===== src/rtl/qed_dup_queue.sv =====
// SQED original/duplicate sequencer placed between fetch and the decoder.
// ORIG phase forwards fetched instructions and queues the qualifying ones;
// DUP phase replays the queue with registers remapped to x16-x31 and memory
// offsets shifted so the duplicate stream touches a disjoint address range.
module qed_dup_queue #(
    parameter int          DEPTH      = 16,
    parameter int          PTR_W      = 4,
    parameter logic [11:0] MEM_OFFSET = 12'd512
) (
    input  logic             clk,
    input  logic             reset,
    input  logic             ena,
    input  logic [31:0]      inst_in,
    input  logic             inst_in_valid,
    output logic             inst_in_ready,
    input  logic             stall,
    input  logic             exec_dup,
    output logic [31:0]      inst_out,
    output logic             inst_out_valid,
    output logic             dup_mode,
    output logic             dup_done,
    output logic [PTR_W:0]   count
);

    localparam logic [6:0]   OP_R    = 7'b0110011;
    localparam logic [6:0]   OP_I    = 7'b0010011;
    localparam logic [6:0]   OP_LOAD = 7'b0000011;
    localparam logic [6:0]   OP_STORE= 7'b0100011;
    localparam logic [2:0]   F3_WORD = 3'b010;
    localparam logic [31:0]  NOP     = 32'h00000013;
    localparam logic [PTR_W:0] FULL  = (PTR_W+1)'(DEPTH);

    typedef enum logic {ST_ORIG, ST_DUP} state_t;

    state_t            r_state, w_state_next;
    logic [PTR_W-1:0]  r_wr_ptr, w_wr_ptr_next;
    logic [PTR_W-1:0]  r_rd_ptr, w_rd_ptr_next;
    logic [PTR_W:0]    r_count, w_count_next;
    logic [31:0]       r_out, w_out_next;
    logic              r_valid, w_valid_next;
    logic              r_done, w_done_next;
    logic [31:0]       r_mem [DEPTH];

    logic              w_accept;
    logic              w_push;

    // Only instructions whose register fields all sit in x0-x15 can be
    // duplicated without colliding with the duplicate register bank.
    function automatic logic f_qualify(input logic [31:0] i);
        logic q;
        q = 1'b0;
        case (i[6:0])
            OP_R:     q = !i[11] && !i[19] && !i[24];
            OP_I:     q = !i[11] && !i[19];
            OP_LOAD:  q = (i[14:12] == F3_WORD) && !i[11] && !i[19];
            OP_STORE: q = (i[14:12] == F3_WORD) && !i[19] && !i[24];
            default:  q = 1'b0;
        endcase
        return q;
    endfunction

    function automatic logic [4:0] f_map(input logic [4:0] r);
        return (r == 5'd0) ? 5'd0 : {1'b1, r[3:0]};
    endfunction

    // Build the duplicate of a queued (hence qualifying) instruction.
    function automatic logic [31:0] f_transform(input logic [31:0] i);
        logic [31:0] t;
        logic [11:0] s_imm;
        t = i;
        s_imm = {i[31:25], i[11:7]} + MEM_OFFSET;
        case (i[6:0])
            OP_R: begin
                t[11:7]  = f_map(i[11:7]);
                t[19:15] = f_map(i[19:15]);
                t[24:20] = f_map(i[24:20]);
            end
            OP_I: begin
                t[11:7]  = f_map(i[11:7]);
                t[19:15] = f_map(i[19:15]);
            end
            OP_LOAD: begin
                t[11:7]  = f_map(i[11:7]);
                t[19:15] = f_map(i[19:15]);
                t[31:20] = i[31:20] + MEM_OFFSET;
            end
            OP_STORE: begin
                t[19:15] = f_map(i[19:15]);
                t[24:20] = f_map(i[24:20]);
                t[31:25] = s_imm[11:5];
                t[11:7]  = s_imm[4:0];
            end
            default: t = i;
        endcase
        return t;
    endfunction

    // With ena low every valid input is taken regardless of queue state.
    assign inst_in_ready = !stall && (!ena || (r_state == ST_ORIG && r_count < FULL));
    assign w_accept      = inst_in_valid && inst_in_ready;
    assign w_push        = ena && (r_state == ST_ORIG) && w_accept && f_qualify(inst_in);

    // Next-state, pointer, count and registered-output computation.
    always_comb begin
        w_state_next  = r_state;
        w_wr_ptr_next = r_wr_ptr;
        w_rd_ptr_next = r_rd_ptr;
        w_count_next  = r_count;
        w_out_next    = r_out;
        w_valid_next  = r_valid;
        w_done_next   = 1'b0;
        if (stall) begin
            w_done_next = 1'b0;
        end else if (!ena) begin
            w_state_next  = ST_ORIG;
            w_wr_ptr_next = '0;
            w_rd_ptr_next = '0;
            w_count_next  = '0;
            w_valid_next  = inst_in_valid;
            if (inst_in_valid)
                w_out_next = inst_in;
        end else if (r_state == ST_ORIG) begin
            w_valid_next = w_accept;
            if (w_accept)
                w_out_next = inst_in;
            if (w_push) begin
                w_wr_ptr_next = r_wr_ptr + PTR_W'(1);
                w_count_next  = r_count + (PTR_W+1)'(1);
            end
            if (w_count_next != '0 && (exec_dup || w_count_next == FULL))
                w_state_next = ST_DUP;
        end else begin
            w_out_next    = f_transform(r_mem[r_rd_ptr]);
            w_valid_next  = 1'b1;
            w_rd_ptr_next = r_rd_ptr + PTR_W'(1);
            w_count_next  = r_count - (PTR_W+1)'(1);
            if (r_count == (PTR_W+1)'(1)) begin
                w_state_next = ST_ORIG;
                w_done_next  = 1'b1;
            end
        end
    end

    // State and output registers.
    always_ff @(posedge clk or posedge reset) begin
        if (reset) begin
            r_state  <= ST_ORIG;
            r_wr_ptr <= '0;
            r_rd_ptr <= '0;
            r_count  <= '0;
            r_out    <= NOP;
            r_valid  <= 1'b0;
            r_done   <= 1'b0;
        end else begin
            r_state  <= w_state_next;
            r_wr_ptr <= w_wr_ptr_next;
            r_rd_ptr <= w_rd_ptr_next;
            r_count  <= w_count_next;
            r_out    <= w_out_next;
            r_valid  <= w_valid_next;
            r_done   <= w_done_next;
        end
    end

    // Queue storage; no reset so it maps onto RAM.
    always_ff @(posedge clk) begin
        if (w_push)
            r_mem[r_wr_ptr] <= inst_in;
    end

    assign inst_out       = r_out;
    assign inst_out_valid = r_valid;
    assign dup_mode       = (r_state == ST_DUP);
    assign dup_done       = r_done;
    assign count          = r_count;

endmodule


===== config.mk =====
export PLATFORM = sky130hd
export DESIGN_NAME = qed_dup_queue
export DESIGN_NICKNAME = d
export VERILOG_FILES = /design/src/rtl/qed_dup_queue.sv
export SDC_FILE = /design/constraint.sdc
export NUM_CORES = 1
export LEC_CHECK = 0
export CAP_MARGIN = 20
export CORE_MARGIN = 4
export CORE_UTILIZATION = 60
export CTS_BUF_LIST = sky130_fd_sc_hd__clkbuf_8
export DETAILED_ROUTE_END_ITERATION = 10
export PLACE_DENSITY = 0.78
export SLEW_MARGIN = 10
export SYNTH_ARGS = -nofsm -noshare
export SYNTH_HDL_FRONTEND = slang
export SYNTH_SLANG_ARGS = --single-unit

===== constraint.sdc =====
create_clock -name clk -period 3.8 [get_ports clk]
set_input_delay 0.57 -clock clk [delete_from_list [all_inputs] [get_ports clk]]
set_output_delay 0.57 -clock clk [all_outputs]
set_load 0.02 [all_outputs]

==> results.md <==
Status:
- The flow ran to the end, and the final reports show no timing, DRC or antenna violations.

Worst setup path:
- The standard cell with the maximum stage delay on the critical path is dfrtp_4.
- The register-to-register path setup slack is 0.47 ns.
- The worst reg2reg path depth is 6.
- For this run, the slowest stage of the critical path takes 0.74 ns.
- The category of the worst setup path capture point is a flip-flop.
- The critical path arrival is 3.82 ns.
- In this run the critical register-to-register path is captured at inst_out[11]$_DFFE_PP0P_.
- STA classifies the critical path startpoint as a flip-flop.
- Of all nets on the critical path, the largest fanout is 23.
- The critical path in this run is classified as reg -> reg.
- In this run the worst setup path begins at r_rd_ptr[0]$_DFFE_PP0P_.
- STA puts the critical path data required time at 4.30 ns.
- The signal on the critical path passes through mux4_2, mux4_2, nor4_1, a21oi_1, a211oi_1, a211oi_1.
- The startpoint of the worst-slack reg-to-reg timing path is r_rd_ptr[0]$_DFFE_PP0P_.

Power and ir drop:
- The power share of the sequential group is 48.1%.
- The peak ir drop on the vdd network is 0.4771 mV.
- The total internal power is 10.88 mW.
- Per report_power, the clock group accounts for 31.8% of the total.
- Combinational logic is responsible for 20.2% of the overall power.
- In this run the power density over the cells is 586.7 mW/mm^2.
- The analysis attributes to cell leakage a power of 8.340 nW.
- The net load switching power is 4.070 mW.
- The proportion of total power due to net switching is 27.23%.

Synth:
- For this run, the leading register cell type out of synthesis is edfxtp_1.
- For this run, the register share of the synthesized area comes to 75.60%.
- Counting flops and latches in the post-synthesis netlist gives 560.
- The number of enable flip-flop cells after synthesis is 512.
- The net count after synthesis is 1,112.
- Synthesis handed over a netlist of 1,065 instances.
- Of all flip-flops after synthesis, the portion carrying an async set or reset was 8.571%.
- Averaged over all synthesized cells, the footprint is 20.59 sq um.
- The Yosys step of the flow raised 0 warnings.
- The netlist uses 50 different library cells.
- The synthesized netlist occupies a cell area of 0.02193 sq mm.

Clock network:
- The quantity of gates resized following cts is 0.
- The worst-case clock buffer depth is 3.
- The post-CTS setup repair buffer count is 0.
- In this run, CTS created clock tree buffers numbering 87.
- The tree is rooted in a clkbuf_8.
- TritonCTS built the clock tree.
- The clock latency of the later-clocked register in the worst-skew pair is 0.64 ns.
- The total number of clock tree sinks is 560.
- The count of hold buffers inserted by post-cts repair is 0.
- The H-tree level count is 3.
- The clock transition at the registers of the reported paths is 0.06 ns.

Routing:
- After detailed routing, the total wire length is 50.64 mm.
- In this run, the number of DRC markers left after iteration 0 of detailed routing was 1,274.
- Dividing the detail-routed via count by the number of cells gives 6.497.
- The first-pass iteration count of the detailed router is 6.
- The number of nets still failing antenna checks after routing is 0.
- The routed via count is 11,550.
- The number of remaining DRC errors is 0.
- After detailed routing, the average wire length per cell comes to 28.48 um.

Timing:
- The relative max-transition margin is 41.39%.
- Hold timing on the final database bottoms out at a slack of 0.4762 ns.
- Static timing analysis puts the maximum clock frequency at 300.7 MHz.
- The total count of hold-check failures in the final report is 0.
- The sum of negative setup slack is 0 ns.
- Of the available clock period, the critical path in the final layout requires 87.51%.
- The count of pins over their slew limit is 0.
- The clock period could shrink to 3.325 ns.
- The least setup slack across all paths after layout is 0.4748 ns.
- The largest clock skew in the final design is 0.02821 ns.
- At the pin with the least slew margin, the transition time is 0.8792 ns.
- Setup repair after global routing left no endpoint under its margin.
- Setup violations remaining at the end of the flow were counted as 0.

Flow run:
- The number of max-capacitance violations reported is 0.

Place:
- Including well taps, the total number of placed cells is 1,615.
- The weighted congestion reported at the end of routability-driven placement is 0.8211.
- The count of buffers added on input and output ports is 78.
- Before CTS, the worst setup slack after placement is 0.3464 ns.
- The final HPWL from detailed placement is 31.13 mm.

Global routing:
- For this run, global-route usage on met2 was measured as 42.87%.
- For met3 alone, demand over resource in global routing was 4.586%.
- The first global-routing pass estimated 76.27 mm of wire.
- The global-route congestion overflow total is 0.
- The number of antenna violations at the first check in global routing was 0.
- Entering global routing, the biggest net connects 66 pins.
- Global routing used 26.39% of the available tracks across all layers.
- After global routing, the most crowded layer is met2.
- Global routing used 36.87% of the available met1 tracks.
- The via count of the first global-routing pass came to 11,960.

Final layout:
- 0 antenna diodes ended up in the layout.
- The top cell types in the final layout, fill and taps aside, are 512 x edfxtp_1, 156 x mux4_2, 98 x clkbuf_8, 78 x clkdlybuf4s50_1, 74 x nand2_1.
- The synthesis-to-layout area growth is 16.18%.
- After the last flow step, the layout net total stands at 1,290.
- The most common library cell in the layout ignoring fill and taps is edfxtp_1.
- The fraction of final layout cells sized beyond drive strength 1 is 28.32%.
- The post-route non-filler standard cell count is 1,778.

Floorplan:
- The initial utilization of the core area, before any placement, comes to 61.21%.
- During I/O placement, the number of pins put on the boundary was 79.
- The vertical die dimension is 199.2 um.
- The die outline area is 0.03967 sq mm.
- The horizontal die dimension is 199.2 um.
- The initialized floorplan defines 69 standard-cell rows.
- The total area inside the core boundary comes to 0.03583 sq mm.

Min path:
- The class of the most critical hold timing path is in -> async.
[power groups by stage]
stage | Sequential (mW) | Clock, mW | Combinational [mW]
3_5_place_dp | 7.31 | 0 | 3.04
5_1_grt | 7.21 | 5.16 | 3.21
3_3_place_gp | 7.30 | 0 | 2.99
2_1_floorplan | 7.36 | 0 | 1.79
4_1_cts | 7.19 | 4.84 | 3.05
6_report | 7.18 | 4.75 | 3.01
[final cells by class]
class | count | area [sq um]
clock buffer | 98 | 1349
fill | 2044 | 10350
sequential | 560 | 16590
clock inverter | 65 | 326.6
multi-input combinational | 439 | 5086
tap | 461 | 576.8
inverter | 9 | 33.78
timing repair buffer | 146 | 1516
[worst max path at each step]
| stage | to | slack, ns | cells after the start |
|---|---|---|---|
| global placement | inst_out[11]$_DFFE_PP0P_ | 0.48 | 6 |
| global route | inst_out[11]$_DFFE_PP0P_ | 0.33 | 6 |
| CTS | inst_out[11]$_DFFE_PP0P_ | 0.44 | 6 |
| floorplan | r_mem[4][0]$_DFFE_PP_ | 0.78 | 8 |
| finish | inst_out[11]$_DFFE_PP0P_ | 0.47 | 6 |
| detailed placement | r_mem[1][16]$_DFFE_PP_ | 0.35 | 8 |
[flip-flops by register name, indices dropped and copies added, names as in the netlist]
signal,count
inst_out,32
r_rd_ptr,4
dup_done,1
r_mem,512
count,5
r_wr_ptr,4
inst_out_valid,1
dup_mode,1
[synthesized netlist by cell type (all sizes together) (2+ instances only)]
master,count,share of area (%)
edfxtp,512,70
mux4,156,16
nand2,74,1.3
nor2,51,0.87
dfrtp,45,5.1
buf,29,0.73
clkbuf,28,0.48
a31oi,27,0.77
a21oi,18,0.41
o21ai,15,0.34
and2,13,0.37
and3,13,0.39
nand3,13,0.30
ha,9,0.51
inv,9,0.15
nor2b,6,0.17
a22oi,4,0.14
nor3,4,0.14
a211oi,3,0.10
dfstp,3,0.36
nand4,3,0.086
o31ai,3,0.10
a21o,2,0.068
a22o,2,0.080
mux2i,2,0.091
nand2b,2,0.057
nor4,2,0.057
xor2,2,0.080
[routing by layer]
| layer | vias up | share of wire (%) |
|---|---|---|
| met5 | - | 0.19 |
| met1 | 6054 | 38 |
| met3 | 95 | 7.9 |
| met4 | 2 | 3.2 |
| met2 | 641 | 51 |
| li1 | 4759 | - |
[logic make-up after synthesis]
| kind of cell | share of synthesized area (%) |
|---|---|
| AO/OA/AOI/OAI | 2.431 |
| XOR/XNOR | 0.07989 |
| adder cells (fa/ha/maj) | 0.5135 |
| buffers and inverters | 1.364 |
| flip-flops | 75.60 |
| multiplexers | 16.11 |
| AND/OR/NAND/NOR | 3.897 |
[critical path: cells and delay by family, from the launching register on]
| kind | cells | cell delay (ns) |
|---|---|---|
| AOI/OAI and AO/OA | 3 | 0.75 |
| and+or+nand+nor | 1 | 0.59 |
| DFF | 1 | 0.74 |
| muxes | 2 | 1.09 |
[through the flow]
step	total power [mW]	utilization, %	cell area [sq um]
2_1_floorplan	9.150	-	21930
3_3_place_gp	10.29	66.44	23800
3_5_place_dp	10.35	66.44	23800
4_1_cts	15.07	71.11	25480
5_1_grt	15.59	71.11	25480
6_report	14.95	71.11	25480
No activity file was read; power rests on OpenSTA's default activity.
